`config.mk`:
```
export PLATFORM = sky130hd
export DESIGN_NAME = uncache_axi_master_flat
export DESIGN_NICKNAME = d
export VERILOG_FILES = /design/src/rtl/uncache_axi_master_if.sv /design/src/rtl/uncache_axi_master.sv /design/src/flat_wrapper.sv
export SDC_FILE = /design/constraint.sdc
export NUM_CORES = 1
export LEC_CHECK = 0
export CORE_MARGIN = 2
export CORE_UTILIZATION = 30
export DETAILED_ROUTE_END_ITERATION = 10
export PLACE_DENSITY = 0.69
export REMOVE_ABC_BUFFERS = 1
export SYNTH_ARGS = -nofsm -noshare
export SYNTH_HDL_FRONTEND = slang
export SYNTH_SLANG_ARGS = --single-unit
```
`constraint.sdc`:
```
create_clock -name clk -period 2.3 [get_ports clk]
set_input_delay 0.46 -clock clk [delete_from_list [all_inputs] [get_ports clk]]
set_output_delay 0.46 -clock clk [all_outputs]
set_load 0.01 [all_outputs]
```
`src/rtl/uncache_axi_master_if.sv`:
```
// Bus bundle for uncache_axi_master: the CPU SRAM-style request side plus the
// AXI read/write channels. The fixed AXI fields (len, burst, lock, cache, prot,
// wlast, ids) are tied off by the enclosing top level and do not appear here.
//   master : view of the uncache block (drives AXI requests and CPU responses)
//   slave  : view of the environment (CPU requester + AXI slave)
interface uncache_axi_master_if;
   // CPU request side
   logic [31:0] inst_addr;
   logic        inst_ren;
   logic        inst_valid;
   logic [31:0] inst_rd;
   logic [31:0] data_addr;
   logic        data_ren;
   logic [3:0]  data_wen;
   logic [31:0] data_wd;
   logic        data_valid;
   logic [31:0] data_rd;
   logic        is_cache;
   // AXI read channels
   logic [31:0] araddr;
   logic [2:0]  arsize;
   logic        arvalid;
   logic        arready;
   logic [31:0] rdata;
   logic        rvalid;
   logic        rready;
   // AXI write channels
   logic [31:0] awaddr;
   logic [2:0]  awsize;
   logic        awvalid;
   logic        awready;
   logic [31:0] wdata;
   logic [3:0]  wstrb;
   logic        wvalid;
   logic        wready;
   logic        bvalid;
   logic        bready;

   modport master (
      input  inst_addr, inst_ren, data_addr, data_ren, data_wen, data_wd, is_cache,
             arready, rdata, rvalid, awready, wready, bvalid,
      output inst_valid, inst_rd, data_valid, data_rd,
             araddr, arsize, arvalid, rready, awaddr, awsize, awvalid,
             wdata, wstrb, wvalid, bready
   );

   modport slave (
      output inst_addr, inst_ren, data_addr, data_ren, data_wen, data_wd, is_cache,
             arready, rdata, rvalid, awready, wready, bvalid,
      input  inst_valid, inst_rd, data_valid, data_rd,
             araddr, arsize, arvalid, rready, awaddr, awsize, awvalid,
             wdata, wstrb, wvalid, bready
   );
endinterface

```
`src/rtl/uncache_axi_master.sv`:
```
// Uncached single-word AXI master. Takes inst/data requests with is_cache==0
// and issues one single-beat AXI transaction per request, then returns a
// one-cycle inst_valid/data_valid pulse. All AXI outputs are registered.
// Ports:
//   clk  - system clock
//   rst  - synchronous active-low reset
//   bus  - uncache_axi_master_if.master (CPU request side + AXI channels)
// Parameters:
//   INST_SIZE - arsize used for instruction reads
// Optional build macro:
//   UNCACHE_WBUF_EN - posted writes: data_valid after AW+W, B collected in
//                     the background; new requests wait until B arrives.
module uncache_axi_master #(
   parameter logic [2:0] INST_SIZE = 3'd2
) (
   input  logic                 clk,
   input  logic                 rst,
   uncache_axi_master_if.master bus
);
   typedef enum logic [2:0] {S_IDLE, S_RD_ADDR, S_RD_DATA, S_WR_REQ, S_WR_RESP, S_DONE} state_t;

   state_t      r_state, w_state;
   logic        r_src_data, w_src_data;   // 1: data port owns the transaction
   logic [31:0] r_araddr, w_araddr;
   logic [2:0]  r_arsize, w_arsize;
   logic        r_arvalid, w_arvalid;
   logic        r_rready, w_rready;
   logic [31:0] r_awaddr, w_awaddr;
   logic [2:0]  r_awsize, w_awsize;
   logic        r_awvalid, w_awvalid;
   logic [31:0] r_wdata, w_wdata;
   logic [3:0]  r_wstrb, w_wstrb;
   logic        r_wvalid, w_wvalid;
   logic        r_bready, w_bready;
   logic        r_inst_valid, w_inst_valid;
   logic        r_data_valid, w_data_valid;
   logic [31:0] r_inst_rd, w_inst_rd;
   logic [31:0] r_data_rd, w_data_rd;
   logic [1:0]  w_wr_off;
   logic [2:0]  w_wr_size;
   logic        w_aw_done, w_w_done;

   // Narrow writes are expressed as size + byte offset derived from the strobes.
   always_comb begin
      w_wr_off  = 2'd0;
      w_wr_size = 3'd2;
      case (bus.data_wen)
         4'b0001: begin w_wr_off = 2'd0; w_wr_size = 3'd0; end
         4'b0010: begin w_wr_off = 2'd1; w_wr_size = 3'd0; end
         4'b0100: begin w_wr_off = 2'd2; w_wr_size = 3'd0; end
         4'b1000: begin w_wr_off = 2'd3; w_wr_size = 3'd0; end
         4'b0011: begin w_wr_off = 2'd0; w_wr_size = 3'd1; end
         4'b1100: begin w_wr_off = 2'd2; w_wr_size = 3'd1; end
         default: begin w_wr_off = 2'd0; w_wr_size = 3'd2; end
      endcase
   end

   // A channel counts as done if it already handshook or handshakes now.
   assign w_aw_done = !r_awvalid || bus.awready;
   assign w_w_done  = !r_wvalid  || bus.wready;

   always_comb begin
      w_state      = r_state;
      w_src_data   = r_src_data;
      w_araddr     = r_araddr;
      w_arsize     = r_arsize;
      w_arvalid    = r_arvalid;
      w_rready     = r_rready;
      w_awaddr     = r_awaddr;
      w_awsize     = r_awsize;
      w_awvalid    = r_awvalid;
      w_wdata      = r_wdata;
      w_wstrb      = r_wstrb;
      w_wvalid     = r_wvalid;
      w_bready     = r_bready;
      w_inst_valid = 1'b0;
      w_data_valid = 1'b0;
      w_inst_rd    = r_inst_rd;
      w_data_rd    = r_data_rd;

      // B acceptance is state-independent so a posted write can retire in IDLE.
      if (r_bready && bus.bvalid) w_bready = 1'b0;

      case (r_state)
         S_IDLE: begin
            // r_bready high here means a posted write still owes its B.
            if (!bus.is_cache && !r_bready) begin
               if (bus.data_ren) begin
                  w_src_data = 1'b1;
                  w_araddr   = bus.data_addr;
                  w_arsize   = 3'd2;
                  w_arvalid  = 1'b1;
                  w_state    = S_RD_ADDR;
               end else if (|bus.data_wen) begin
                  w_src_data = 1'b1;
                  w_awaddr   = {bus.data_addr[31:2], w_wr_off};
                  w_awsize   = w_wr_size;
                  w_wdata    = bus.data_wd;
                  w_wstrb    = bus.data_wen;
                  w_awvalid  = 1'b1;
                  w_wvalid   = 1'b1;
                  w_state    = S_WR_REQ;
               end else if (bus.inst_ren) begin
                  w_src_data = 1'b0;
                  w_araddr   = bus.inst_addr;
                  w_arsize   = INST_SIZE;
                  w_arvalid  = 1'b1;
                  w_state    = S_RD_ADDR;
               end
            end
         end
         S_RD_ADDR: begin
            if (r_arvalid && bus.arready) begin
               w_arvalid = 1'b0;
               w_rready  = 1'b1;
               w_state   = S_RD_DATA;
            end
         end
         S_RD_DATA: begin
            if (r_rready && bus.rvalid) begin
               w_rready = 1'b0;
               if (r_src_data) begin
                  w_data_rd    = bus.rdata;
                  w_data_valid = 1'b1;
               end else begin
                  w_inst_rd    = bus.rdata;
                  w_inst_valid = 1'b1;
               end
               w_state = S_DONE;
            end
         end
         S_WR_REQ: begin
            if (r_awvalid && bus.awready) w_awvalid = 1'b0;
            if (r_wvalid && bus.wready)   w_wvalid  = 1'b0;
            if (w_aw_done && w_w_done) begin
               w_bready = 1'b1;
`ifdef UNCACHE_WBUF_EN
               w_data_valid = 1'b1;
               w_state      = S_DONE;
`else
               w_state      = S_WR_RESP;
`endif
            end
         end
         S_WR_RESP: begin
            if (r_bready && bus.bvalid) begin
               w_data_valid = 1'b1;
               w_state      = S_DONE;
            end
         end
         S_DONE:  w_state = S_IDLE;
         default: w_state = S_IDLE;
      endcase
   end

   always_ff @(posedge clk) begin
      if (!rst) begin
         r_state      <= S_IDLE;
         r_src_data   <= 1'b0;
         r_araddr     <= '0;
         r_arsize     <= '0;
         r_arvalid    <= 1'b0;
         r_rready     <= 1'b0;
         r_awaddr     <= '0;
         r_awsize     <= '0;
         r_awvalid    <= 1'b0;
         r_wdata      <= '0;
         r_wstrb      <= '0;
         r_wvalid     <= 1'b0;
         r_bready     <= 1'b0;
         r_inst_valid <= 1'b0;
         r_data_valid <= 1'b0;
         r_inst_rd    <= '0;
         r_data_rd    <= '0;
      end else begin
         r_state      <= w_state;
         r_src_data   <= w_src_data;
         r_araddr     <= w_araddr;
         r_arsize     <= w_arsize;
         r_arvalid    <= w_arvalid;
         r_rready     <= w_rready;
         r_awaddr     <= w_awaddr;
         r_awsize     <= w_awsize;
         r_awvalid    <= w_awvalid;
         r_wdata      <= w_wdata;
         r_wstrb      <= w_wstrb;
         r_wvalid     <= w_wvalid;
         r_bready     <= w_bready;
         r_inst_valid <= w_inst_valid;
         r_data_valid <= w_data_valid;
         r_inst_rd    <= w_inst_rd;
         r_data_rd    <= w_data_rd;
      end
   end

   assign bus.araddr     = r_araddr;
   assign bus.arsize     = r_arsize;
   assign bus.arvalid    = r_arvalid;
   assign bus.rready     = r_rready;
   assign bus.awaddr     = r_awaddr;
   assign bus.awsize     = r_awsize;
   assign bus.awvalid    = r_awvalid;
   assign bus.wdata      = r_wdata;
   assign bus.wstrb      = r_wstrb;
   assign bus.wvalid     = r_wvalid;
   assign bus.bready     = r_bready;
   assign bus.inst_valid = r_inst_valid;
   assign bus.data_valid = r_data_valid;
   assign bus.inst_rd    = r_inst_rd;
   assign bus.data_rd    = r_data_rd;
endmodule

```
`src/flat_wrapper.sv`:
```
// flat-port wrapper written by rule: the top's interface ports become plain ports
module uncache_axi_master_flat 
#(
   parameter logic [2:0] INST_SIZE = 3'd2
)
  (clk, rst, bus_inst_addr, bus_inst_ren, bus_data_addr, bus_data_ren, bus_data_wen, bus_data_wd, bus_is_cache, bus_arready, bus_rdata, bus_rvalid, bus_awready, bus_wready, bus_bvalid, bus_inst_valid, bus_inst_rd, bus_data_valid, bus_data_rd, bus_araddr, bus_arsize, bus_arvalid, bus_rready, bus_awaddr, bus_awsize, bus_awvalid, bus_wdata, bus_wstrb, bus_wvalid, bus_bready);
  uncache_axi_master_if bus_i ();
  input  logic clk;
  input  logic rst;
  input wire logic [$bits(bus_i.inst_addr)-1:0] bus_inst_addr;
  input wire logic [$bits(bus_i.inst_ren)-1:0] bus_inst_ren;
  input wire logic [$bits(bus_i.data_addr)-1:0] bus_data_addr;
  input wire logic [$bits(bus_i.data_ren)-1:0] bus_data_ren;
  input wire logic [$bits(bus_i.data_wen)-1:0] bus_data_wen;
  input wire logic [$bits(bus_i.data_wd)-1:0] bus_data_wd;
  input wire logic [$bits(bus_i.is_cache)-1:0] bus_is_cache;
  input wire logic [$bits(bus_i.arready)-1:0] bus_arready;
  input wire logic [$bits(bus_i.rdata)-1:0] bus_rdata;
  input wire logic [$bits(bus_i.rvalid)-1:0] bus_rvalid;
  input wire logic [$bits(bus_i.awready)-1:0] bus_awready;
  input wire logic [$bits(bus_i.wready)-1:0] bus_wready;
  input wire logic [$bits(bus_i.bvalid)-1:0] bus_bvalid;
  output wire logic [$bits(bus_i.inst_valid)-1:0] bus_inst_valid;
  output wire logic [$bits(bus_i.inst_rd)-1:0] bus_inst_rd;
  output wire logic [$bits(bus_i.data_valid)-1:0] bus_data_valid;
  output wire logic [$bits(bus_i.data_rd)-1:0] bus_data_rd;
  output wire logic [$bits(bus_i.araddr)-1:0] bus_araddr;
  output wire logic [$bits(bus_i.arsize)-1:0] bus_arsize;
  output wire logic [$bits(bus_i.arvalid)-1:0] bus_arvalid;
  output wire logic [$bits(bus_i.rready)-1:0] bus_rready;
  output wire logic [$bits(bus_i.awaddr)-1:0] bus_awaddr;
  output wire logic [$bits(bus_i.awsize)-1:0] bus_awsize;
  output wire logic [$bits(bus_i.awvalid)-1:0] bus_awvalid;
  output wire logic [$bits(bus_i.wdata)-1:0] bus_wdata;
  output wire logic [$bits(bus_i.wstrb)-1:0] bus_wstrb;
  output wire logic [$bits(bus_i.wvalid)-1:0] bus_wvalid;
  output wire logic [$bits(bus_i.bready)-1:0] bus_bready;
  assign bus_i.inst_addr = bus_inst_addr;
  assign bus_i.inst_ren = bus_inst_ren;
  assign bus_i.data_addr = bus_data_addr;
  assign bus_i.data_ren = bus_data_ren;
  assign bus_i.data_wen = bus_data_wen;
  assign bus_i.data_wd = bus_data_wd;
  assign bus_i.is_cache = bus_is_cache;
  assign bus_i.arready = bus_arready;
  assign bus_i.rdata = bus_rdata;
  assign bus_i.rvalid = bus_rvalid;
  assign bus_i.awready = bus_awready;
  assign bus_i.wready = bus_wready;
  assign bus_i.bvalid = bus_bvalid;
  assign bus_inst_valid = bus_i.inst_valid;
  assign bus_inst_rd = bus_i.inst_rd;
  assign bus_data_valid = bus_i.data_valid;
  assign bus_data_rd = bus_i.data_rd;
  assign bus_araddr = bus_i.araddr;
  assign bus_arsize = bus_i.arsize;
  assign bus_arvalid = bus_i.arvalid;
  assign bus_rready = bus_i.rready;
  assign bus_awaddr = bus_i.awaddr;
  assign bus_awsize = bus_i.awsize;
  assign bus_awvalid = bus_i.awvalid;
  assign bus_wdata = bus_i.wdata;
  assign bus_wstrb = bus_i.wstrb;
  assign bus_wvalid = bus_i.wvalid;
  assign bus_bready = bus_i.bready;
  uncache_axi_master #(.INST_SIZE(INST_SIZE)) u_core (.clk(clk), .rst(rst), .bus(bus_i));
endmodule
```
## After elaboration in Yosys (flattened, before gate mapping)

Index checks and enable logic that the tools add are counted.

| storage, ports and cells | value |
|---|---|
| bits in registers | 181 |
| input port bits | 142 |
| output and inout port bits | 177 |
| word-level logic and storage cells | 120 |

| cells by class | value |
|---|---|
| eq/ne operators | 23 |
| mux-type cells | 44 |
| bitwise logic cells | 2 |
| reductions and logical operators | 34 |

Operators by type and width:

| cell | count |
|---|---|
| 2-to-1 mux 32 bit | 3 |
| 2-to-1 mux 3 bit | 11 |
| 2-to-1 mux 1 bit | 22 |
| inequality test 2 x 1 -> 1 bit, second input constant | 8 |
| one-hot mux 3 bit (5 select lines) | 1 |
| AND reduction 3 bit | 5 |
| AND reduction 5 bit | 3 |
| one-hot mux 1 bit (2 select lines) | 5 |
| == test 4 x 2 -> 1 bit, second input constant | 2 |
| == test 4 bit, second input constant | 2 |
| AND reduction 4 bit | 2 |
| nonzero test 2 bit | 4 |
| OR reduction 4 bit | 2 |
| logical AND 1 bit | 7 |
| == test 3 x 2 -> 1 bit, second input constant | 2 |
| inequality test 3 bit, second input constant | 2 |
| one-hot mux 2 bit (3 select lines) | 1 |
| AND reduction 6 bit | 1 |
| == test 4 x 1 -> 1 bit, second input constant | 1 |
| == test 4 x 3 -> 1 bit, second input constant | 1 |
| zero test 1 bit | 4 |
| inequality test 2 bit, second input constant | 2 |
| inequality test 4 x 3 -> 1 bit, second input constant | 1 |
| one-hot mux 2 bit (2 select lines) | 1 |
| other kinds (7) | 10 |

## Longest topological paths before layout

Gate-level depths: netlist of run 1.

| logic depth | value |
|---|---|
| depth after elaboration | 5 |
| depth in mapped cells | 8 |
| gate-level depth less buffers | 5 |

## Worst setup path before layout of run 1

Ideal clock, no wire load.

| timing path | value |
|---|---|
| kind | input -> register |
| from | in bus_data_wen[1] |
| to | reg u_core.r_state[0] |
| library setup time | 0.072 ns |
| arrival time | 1.736 ns |
| data required time | 2.228 ns |
| setup slack | 0.492 ns |
| cell stages on the path | 5 |
| buffers on the path | 1 |
| path through | buf_2 > or4_4 > nor4b_1 > or4_4 > mux2i_1 |

| on the way | value |
|---|---|
| longest elaborated chain between the ends | 5 |
| elaborated cells between the ends (all ways) | 7 |
| classes of those cells | eq/ne (1); mux (4); reduce/logical (2) |

Ends and longest elaborated chain:

| what | line | text |
|---|---|---|
| start, declared | flat_wrapper.sv:14 | `input wire logic [$bits(bus_i.data_wen)-1:0] bus_data_wen;` |
| OR reduction 4 bit (*) | uncache_axi_master.sv:94 | `end else if (\|bus.data_wen) begin` |
| 2-to-1 mux 3 bit | uncache_axi_master.sv:94 |  |
| 2-to-1 mux 3 bit | uncache_axi_master.sv:88 | `if (bus.data_ren) begin` |
| 2-to-1 mux 3 bit | uncache_axi_master.sv:87 | `if (!bus.is_cache && !r_bready) begin` |
| one-hot mux 3 bit (5 select lines) | uncache_axi_master.sv:84 | `case (r_state)` |
| end signal, assigned | uncache_axi_master.sv:176 | `r_state <= w_state;` |
| end, declared | uncache_axi_master.sv:22 | `state_t r_state, w_state;` |

Every way passes the cells marked *; elsewhere a longest branch is shown, timed or not. The select of a mux whose other input is x is not followed.
A chain may end at the register's enable or synchronous reset.

## Worst setup path after layout of run 1

| timing path | value |
|---|---|
| from | reg u_core.r_state[0] |
| to | reg u_core.r_state[0] |

| on the way | value |
|---|---|
| longest elaborated chain between the ends | 3 |
| elaborated cells between the ends (all ways) | 13 |
| classes of those cells | eq/ne (10); mux (1); reduce/logical (2) |

Ends and longest elaborated chain:

| what | line |
|---|---|
| == test 3 bit (tied with other cells) | uncache_axi_master.sv:84 |
| inequality test 2 x 1 -> 1 bit (no line) or inequality test 4 x 3 -> 1 bit (tied branches) | -- |
| AND reduction 6 bit (no line) | -- |

Several ways; a longest one is shown, not always the timed one.

==> results of run 1 <==
-- path summary, 6_finish.rpt --
kind / startpoint / end / slack (ns)
worst min register to register: u_core.bus.data_rd[27]$_SDFFE_PN0P_ / u_core.bus.data_rd[27]$_SDFFE_PN0P_ / 0.45
worst max register to register: u_core.r_state[0]$_SDFFE_PN0P_ / u_core.r_state[0]$_SDFFE_PN0P_ / 0.44
worst max-delay path: u_core.r_state[0]$_SDFFE_PN0P_ / u_core.r_state[0]$_SDFFE_PN0P_ / 0.44
worst min-delay path: u_core.bus.data_rd[27]$_SDFFE_PN0P_ / u_core.bus.data_rd[27]$_SDFFE_PN0P_ / 0.45
-- worst max-delay path: stages (launching register included) --
cell and delay (ns):
dfxtp_1 0.61, o221ai_1 0.23, and3b_4 0.23, or4_4 0.55, mux2i_1 0.13
-- layer usage --
layer | routed length, um | vias to the layer above | share of wire [%] | global-route usage (%)
met5 | 0 | - | 0 | 0
met4 | 180 | 0 | 0.84 | 3.56
met3 | 2370 | 12 | 11 | 7.97
met2 | 9940 | 228 | 46 | 29.1
met1 | 8920 | 3033 | 42 | 18.9
li1 | - | 3260 | - | -
-- state kept, by name, indices dropped and copies added, names as in the netlist, 2 cells and up --
signal              flops
u_core.bus.wdata       32
u_core.bus.awaddr      32
u_core.bus.inst_rd     32
u_core.bus.data_rd     32
u_core.r_state          3
u_core.bus.awsize       2
u_core.bus.araddr      32
u_core.bus.wstrb        4
-- power breakdown --
group	switching [mW]	total (mW)	internal, mW
Clock	1.30	2.81	1.51
Combinational	0.958	2.10	1.15
Sequential	0.201	3.59	3.39
-- cells by family (layout without fill, tap and decap cells) --
logic type      Yosys count  count (layout)  synth area share (%)
simple gates            345             345                  20.0
compound gates          183             183                  20.2
flops                   178             178                  49.9
buf+inv                  69             371                  5.09
mux                      33              33                  4.63
other cells               1               3                0.0526
xor+xnor                  1               1                 0.123
-- per-stage QoR --
step	setup WS, ns	std cells	hold slack [ns]	TNS [ns]
after floorplan	-1.08	746	0.479	-81.38
after global placement	0.0101	1402	0.439	0
after detailed placement	0.0127	1402	0.445	0
after CTS	0.398	1433	0.454	0
after global routing	0.256	1433	0.465	0
final	0.440	1433	0.451	0
-- area by class of cell --
type	count	share of cell area, %
clock inverters	12	1.09
multi-input cells	565	28.8
well taps	319	3.55
flip-flops and latches	178	31.7
clock buffers	19	3.85
inverters	3	0.100
repair buffers	337	30.9
-- layout by cell type (no fill, tap or decap), drive strengths merged, types with 4 or more instances in the layout --
cell type,n
buf,24
a21oi,7
a21boi,130
mux2i,33
nor2b,4
nor3,4
nand2,305
o211a,33
clkbuf,19
nor2,10
inv,9
nand3,6
dfxtp,178
clkinvlp,5
clkdlybuf4s50,313
==> metrics.csv, run 1 <==
metric,value,unit
Tcrit/Tclk final,80.9,%
number of flops mapped to enable cells by yosys,0,
FILL cells,2293,
Max Cap Viol,0,
clk buf depth,2,
P per Cell Area,756,nW/um^2
hold depth,2,
status,completed,
"FFs w/ async S/R, synth",0,%
num rows,56,
IO buf count,315,
DRT iter0 DRCs,262,
most frequent cell after synthesis,nand2_1,
most frequent cells after synthesis,"nand2_1, dfxtp_1, a21boi_1, mux2i_1, o211a_1",
Via Count,6533,
Startpoint Class,flip-flop,
Core Region,23400,sq um
Vert. Die Dim,158,um
nets,1244,
WS Path Type,reg -> reg,
RD Place Congestion,0.797,
global-route wire length before repair,33000,um
clk sinks,178,
Worst EP required,2.61,ns
worst-skew pair later-pin latency,0.42,ns
Slew Limit Fails,0,
Final Power,8.50,mW
number of global-route vias before repair,6415,
root buffer cell,clkbuf_16,
Ys Warns,0,
"Core Util, Final",48.0,%
die width,158,um
"area leader, netlist",dfxtp_1,
CP max FO,13,
Synth cell types,44,
Post-Syn Area,7130,sq um
"Top FF cell, synth",dfxtp_1,
area grow syn2layout,57.6,%
Multi-input gate area,3240,sq um
top cell type's share of synthesized area,49.9,%
Reg area,3560,sq um
register area share after synthesis,49.9,%
DP HPWL,15500,um
RSZ-0062 raised after global routing,no,
Post-CTS Resized,0,
share of layout cells above drive strength 1,5.92,%
synth top area cells,"dfxtp_1, nand2_1, a21boi_1",
Crit path arrival time,2.17,ns
largest net degree at the start of global routing,50,
clock skew,0.0133,ns
starting density of the core,30.5,%
post-route ant nets,0,
global route overflow,0,
Die ar.,25000,sq um
Hold WC Path Type,reg -> reg,
timing-limited maximum frequency,0.538,GHz
fin area,11200,sq um
H-Tree Depth,4,
"Reg clk slew, reported paths",0.07,ns
Setup crit end kind,flip-flop,
"Setup violations, final",0,
DRC,0,
DRT Pass-1 Iters,5,
Post-CTS Hold Fix Bufs,0,
I/O pin cnt,319,
gate count of the mapped netlist,810,
leakage,4.32,nW
endpoints failing hold,0,
Num CTS Buffers,17,
placed cell areas,10700,sq um
CTS tree,built,
R2R depth,4,
Seq cells post-synth,178,
Final min period,1.86,ns
post-CTS setup buffer count,0,
aggregate global-route resource usage,16.8,%
number of antenna violations at the first check in global routing,0,
Max IR drop VDD,434,uV
drt via density,4.56,
WL/cell,14.9,um
syn avg cell area,8.81,sq um
Inserted Diodes,0,
drt total wl,21400,um
Note: power is estimated with default switching activity, not from simulation.
==> run 2, diff against run 1 <==
--- a/config.mk
+++ b/config.mk
@@ -8,7 +8,7 @@
 export CORE_MARGIN = 2
 export CORE_UTILIZATION = 30
 export DETAILED_ROUTE_END_ITERATION = 10
-export PLACE_DENSITY = 0.69
+export PLACE_DENSITY = 0.71
 export REMOVE_ABC_BUFFERS = 1
 export SYNTH_ARGS = -nofsm -noshare
 export SYNTH_HDL_FRONTEND = slang
==> constraint.sdc (replaced) <==
create_clock -name clk -period 1.6 [get_ports clk]
set_input_delay 0.32 -clock clk [delete_from_list [all_inputs] [get_ports clk]]
set_output_delay 0.32 -clock clk [all_outputs]
set_load 0.01 [all_outputs]
==> run 2 against run 1 <==
  * Critical endpoint unchanged
  * Core utilization is 5.1 points higher
  * Total power is 58% higher
  * Critical path depth is 1 higher
  * Via count is 7.3% higher
  * Worst hold slack worse by 0.14 ns
  * The run now ends with negative setup slack left
  * Sequential share of layout area is 3.0 points lower
  * Clock power is 51% higher
==> metrics.csv, run 2 (synthesis results as in run 1) <==
metric,value,unit,change
status,"finished, violations left",,
violated checks,negative setup slack,,
hold depth,3,,+1
CTS tree,built,,
post-route ant nets,0,,unchanged
Via Count,7009,,+7.3%
DP HPWL,16100,um,+3.9%
IO buf count,315,,unchanged
RD Place Congestion,0.774,,-3.0%
setup ws final,-0.0931,ns,-0.533 ns
num rows,56,,unchanged
placed cell areas,11000,sq um,+3.1%
WS Path Type,reg -> reg,,
Vert. Die Dim,158,um,unchanged
drt total wl,24700,um,+16%
clock skew,0.00861,ns,-0.00464 ns
number of global-route vias before repair,6734,,+5.0%
Die ar.,25000,sq um,unchanged
number of antenna violations at the first check in global routing,1,,+1
reg2reg end,u_core.r_state[0]$_SDFFE_PN0P_,,
timing-limited maximum frequency,0.591,GHz,+9.8%
"commonest non-fill, non-tap cell in the layout",nand2_1,,
die width,158,um,unchanged
Core Region,23400,sq um,unchanged
share of layout cells above drive strength 1,19.7,%,+14 points
global-route wire length before repair,35000,um,+6.0%
Final Power,13.4,mW,+58%
leakage,5.89,nW,+36%
Hold WC Path Type,in -> reg,,
root buffer cell,clkbuf_16,,
Max IR drop VDD,613,uV,+41%
Crit path arrival time,2.00,ns,-0.17 ns
P per Cell Area,1080,nW/um^2,+43%
Reg-to-Reg Start,u_core.r_state[0]$_SDFFE_PN0P_,,
H-Tree Depth,4,,unchanged
Worst EP required,1.91,ns,-0.70 ns
endpoints failing hold,0,,unchanged
fin area,12400,sq um,+11%
global route overflow,0,,unchanged
Max Cap Viol,0,,unchanged
"Setup violations, final",44,,+44
hold_sp,rst,,
hold path endpoint,u_core.bus.wvalid$_SDFFE_PN0P_,,
CP max FO,3,,-10
nets,1319,,+6.0%
worst-skew pair later-pin latency,0.42,ns,about the same
Tcrit/Tclk final,106,%,+25 points
R2R depth,5,,+1
WL/cell,16.4,um,+9.7%
Slew Limit Fails,0,,unchanged
r2r setup slk,-0.09,ns,-0.53 ns
Final min period,1.69,ns,-0.167 ns
Startpoint Class,flip-flop,,
I/O pin cnt,319,,unchanged
DRC,0,,unchanged
clk buf depth,2,,unchanged
Num CTS Buffers,17,,unchanged
area grow syn2layout,74.3,%,
RSZ-0062 raised after global routing,yes,,
"Reg clk slew, reported paths",0.07,ns,about the same
DRT Pass-1 Iters,4,,-1
aggregate global-route resource usage,18.1,%,+1.2 points
drt via density,4.64,,+1.8%
Post-CTS Hold Fix Bufs,0,,unchanged
Setup crit end kind,flip-flop,,
"leading cell types in the layout, fill and taps excluded","nand2_1, dlygate4sd2_1, dfxtp_1",,
largest net degree at the start of global routing,51,,+2.0%
clk sinks,178,,unchanged
DRT iter0 DRCs,295,,+13%
starting density of the core,30.5,%,unchanged
-- run 2: cell types whose count changed in the layout (fill, tap and decap cells not counted), moves of 12 or more --
cell             delta
clkdlybuf4s50_1   -178
dlygate4sd2_1     +178
nand2_1            -55
buf_4              +38
nand2_4            +33
a21boi_2           +29
nand2_2            +22
a21boi_0           -17
buf_6              +15
a21boi_1           -12
-- run 2: worst max-delay path by stage --
stage | from | to | cells past startpoint
after floorplan | u_core.r_state[0]$_SDFFE_PN0P_ | u_core.bus.arvalid$_SDFFE_PN0P_ | 4
after global placement | bus_data_wen[1] | u_core.r_state[0]$_SDFFE_PN0P_ | 5
after detailed placement | bus_data_wen[1] | u_core.r_state[0]$_SDFFE_PN0P_ | 5
after CTS | u_core.r_state[0]$_SDFFE_PN0P_ | u_core.r_state[0]$_SDFFE_PN0P_ | 5
after global routing | u_core.r_state[0]$_SDFFE_PN0P_ | u_core.r_state[0]$_SDFFE_PN0P_ | 5
final | u_core.r_state[0]$_SDFFE_PN0P_ | u_core.r_state[0]$_SDFFE_PN0P_ | 5
-- run 2: report_power, final --
part | leakage, nW | switching [mW] | total [mW] | internal, mW
clock network | 0.283 | 1.97 | 4.23 | 2.26
logic | 4.16 | 1.88 | 4.06 | 2.18
registers | 1.45 | 0.242 | 5.12 | 4.87
total | 5.89 | 4.09 | 13.4 | 9.32
-- run 2: stage by stage --
| stage | TNS (ns) | util [%] | hold WS [ns] | worst slack, ns | std cells |
|---|---|---|---|---|---|
| finish | -1.49 | 53.1 | 0.311 | -0.0931 | 1510 |
| CTS | -1.90 | 50.3 | 0.285 | -0.103 | 1497 |
| global placement | -58.88 | 47.1 | 0.439 | -0.485 | 1445 |
| detailed placement | -65.19 | 47.1 | 0.444 | -0.536 | 1445 |
| global route | -5.64 | 53.1 | 0.293 | -0.126 | 1509 |
| floorplan | -172.98 | - | 0.434 | -1.68 | 746 |
-- run 2: routing by layer --
metal,track usage (%),vias up,part of all wire (%)
met2,31.3,284,49
met3,8.08,14,10
met5,0,-,0
met1,20.5,3287,40
met4,4.03,0,0.76
li1,-,3424,-
-- run 2: worst max-delay path: stages (launching register included) --
cell and delay, ns:
dfxtp_4 0.37, buf_12 0.12, and3b_2 0.25, and3b_4 0.21
or4_4 0.51, mux2i_1 0.13
-- run 2: timing repair --
item | CTS | global route
cloned | 8 | 10
pin swaps | 10 | 90
endpoints found under the setup margin | 332 | 127
setup buffers | 12 | 5
gates resized for setup | 211 | 144
-- run 2: layout make-up --
cell class / instances / area, sq um
Multi-Input combinational cell: 566 / 3710
Sequential cell: 178 / 3570
Timing Repair Buffer: 411 / 4160
Clock buffer: 19 / 443
Fill cell: 2219 / 11000
Inverter: 3 / 11.3
Tap cell: 319 / 399
Antenna cell: 1 / 2.50
Clock inverter: 13 / 143
==> run 3, diff against run 2 <==
--- a/config.mk
+++ b/config.mk
@@ -5,11 +5,12 @@
 export SDC_FILE = /design/constraint.sdc
 export NUM_CORES = 1
 export LEC_CHECK = 0
-export CORE_MARGIN = 2
+export CORE_ASPECT_RATIO = 0.75
 export CORE_UTILIZATION = 30
 export DETAILED_ROUTE_END_ITERATION = 10
 export PLACE_DENSITY = 0.71
 export REMOVE_ABC_BUFFERS = 1
+export SETUP_SLACK_MARGIN = 0.5
 export SYNTH_ARGS = -nofsm -noshare
 export SYNTH_HDL_FRONTEND = slang
 export SYNTH_SLANG_ARGS = --single-unit
==> run 3 against run 2 <==
  * The run still ends with negative setup slack left
  * Cell count is 2.5% lower
  * Critical path depth is the same
  * Via count decreased by 1.2%
  * Die area fell by 2.5%
  * Combinational power decreased by 4%
  * Count of clock-buffer cells in the layout increased by 3
  * Highest routed layer unchanged
==> metrics.csv, run 3 (synthesis results as in run 1) <==
metric,value,unit,change
WS Path Type,reg -> reg,,
die width,180,um,+14%
largest net degree at the start of global routing,59,,+16%
Via Count,6925,,-1.2%
Crit path arrival time,1.96,ns,-0.04 ns
r2r setup slk,-0.04,ns,+0.05 ns
Worst EP required,1.92,ns,about the same
num rows,48,,-14%
"Setup violations, final",55,,+25%
R2R depth,5,,unchanged
Max Cap Viol,0,,unchanged
Startpoint Class,flip-flop,,
"Reg clk slew, reported paths",0.07,ns,about the same
Place WS,-0.550,ns,-0.0136 ns
leakage,5.51,nW,-6.4%
DRT iter0 DRCs,228,,-23%
CP max FO,7,,+4
P per Cell Area,1080,nW/um^2,-0.24%
number of global-route vias before repair,6459,,-4.1%
worst-skew pair later-pin latency,0.43,ns,about the same
nets,1302,,-1.3%
FILL cells,2118,,-4.6%
worst hold slack,0.308,ns,-0.00259 ns
WL/cell,17.4,um,+6.1%
met1 Use GR,21.5,%,+1.0 points
endpoints failing hold,0,,unchanged
Finished Layout Cells,1473,,-2.5%
violated checks,negative setup slack,,
reg2reg end,u_core.bus.awsize[0]$_SDFFE_PN0P_,,
placed cells,1404,,-2.8%
Post-CTS Hold Fix Bufs,0,,unchanged
timing-limited maximum frequency,0.608,GHz,+3.0%
number of antenna violations at the first check in global routing,0,,-1
Final Power,13.2,mW,-1.5%
Vert. Die Dim,136,um,-14%
Core Region,23200,sq um,-0.94%
"commonest non-fill, non-tap cell in the layout",nand2_1,,
root buffer cell,clkbuf_16,,
hold depth,2,,-1
clk buf depth,2,,unchanged
drt total wl,25600,um,+3.5%
Reg-to-Reg Start,u_core.r_state[0]$_SDFFE_PN0P_,,
DRT Pass-1 Iters,5,,+1
Setup crit end kind,flip-flop,,
hold_sp,rst,,
Slew Limit Fails,0,,unchanged
Die ar.,24400,sq um,-2.5%
DRC,0,,unchanged
Final min period,1.64,ns,-0.0491 ns
clk sinks,178,,unchanged
DP HPWL,15800,um,-1.4%
starting density of the core,30.8,%,+0.29 points
Num CTS Buffers,17,,unchanged
"Core Util, Final",52.9,%,-0.20 points
Tcrit/Tclk final,103,%,-3.1 points
share of layout cells above drive strength 1,27.9,%,+8.2 points
clock skew,0.00798,ns,-0.000628 ns
RSZ-0062 raised after global routing,yes,,
I/O pin cnt,319,,unchanged
RD Place Congestion,0.818,,+5.8%
drt via density,4.70,,+1.3%
setup ws final,-0.0440,ns,+0.0491 ns
Hold WC Path Type,in -> reg,,
status,"finished, violations left",,
IO buf count,315,,unchanged
H-Tree Depth,4,,unchanged
area grow syn2layout,72.0,%,
CTS tree,built,,
"leading cell types in the layout, fill and taps excluded","nand2_1, clkdlybuf4s50_1, a21boi_1",,
met2 track demand over resource,31.7,%,+0.43 points
met3 GRT Util,8.33,%,+0.26 points
Max IR drop VDD,865,uV,+41%
aggregate global-route resource usage,18.6,%,+0.57 points
hold path endpoint,u_core.bus.data_rd[23]$_SDFFE_PN0P_,,
global-route wire length before repair,35300,um,+0.83%
gr busiest metal,met2,,
global route overflow,0,,unchanged
post-route ant nets,0,,unchanged
[run 3: worst max-delay path, stage by stage, from the launching register on]
cell and delay, ns:
dfxtp_4 0.36, nor3_4 0.27, nand4b_4 0.26, buf_12 0.22, a311o_1 0.28, o211a_1 0.13
[run 3: what timing repair did]
item | CTS | global route
setup endpoints to repair | 352 | 352
setup buffers | 14 | 7
gates resized for setup | 571 | 104
cloned | 2 | 14
pin swaps | 17 | 24
[run 3: where the power goes]
part           leakage (nW)  total (mW)  switching [mW]  internal, mW
clock network         0.274        4.09            1.75          2.33
logic                  3.75        3.90            1.79          2.12
registers              1.48        5.21           0.296          4.92
[run 3: metal layers]
metal	share of wire (%)	wire [um]
met1	40	10200
met2	49	12500
met3	10	2590
met4	1.2	300
met5	0	0
[run 3: per-stage QoR]
step | instance area, sq um | setup TNS [ns]
6_report | 12300 | -0.682
5_1_grt | 12300 | -8.04
4_1_cts | 11700 | -0.175
3_5_place_dp | 10800 | -62.44
3_3_place_gp | 10800 | -58.04
2_1_floorplan | 6790 | -172.98
[run 3: final cells by class]
| type | instances | area (sq um) | area share [%] |
|---|---|---|---|
| Clock buffer | 22 | 454 | 3.70 |
| Antenna cell | 1 | 2.50 | 0.0204 |
| Inverter | 3 | 11.3 | 0.0918 |
| Sequential cell | 178 | 3660 | 29.8 |
| Timing Repair Buffer | 395 | 4190 | 34.1 |
| Multi-Input combinational cell | 565 | 3470 | 28.3 |
| Clock inverter | 9 | 109 | 0.887 |
| Tap cell | 300 | 375 | 3.06 |
[run 3: worst max path at each step]
| stage | slack [ns] | cells after the start | startpoint | endpoint |
|---|---|---|---|---|
| 3_5_place_dp | -0.55 | 7 | bus_data_wen[1] | u_core.bus.awsize[1]$_SDFFE_PN0P_ |
| 2_1_floorplan | -1.68 | 4 | u_core.r_state[0]$_SDFFE_PN0P_ | u_core.bus.arvalid$_SDFFE_PN0P_ |
| 5_1_grt | -0.11 | 7 | u_core.r_state[0]$_SDFFE_PN0P_ | u_core.bus.wstrb[3]$_SDFFE_PN0P_ |
| 6_report | -0.04 | 5 | u_core.r_state[0]$_SDFFE_PN0P_ | u_core.bus.awsize[0]$_SDFFE_PN0P_ |
| 4_1_cts | -0.03 | 6 | u_core.r_state[0]$_SDFFE_PN0P_ | u_core.bus.awaddr[7]$_SDFFE_PN0P_ |
| 3_3_place_gp | -0.51 | 7 | bus_data_wen[1] | u_core.bus.awsize[1]$_SDFFE_PN0P_ |
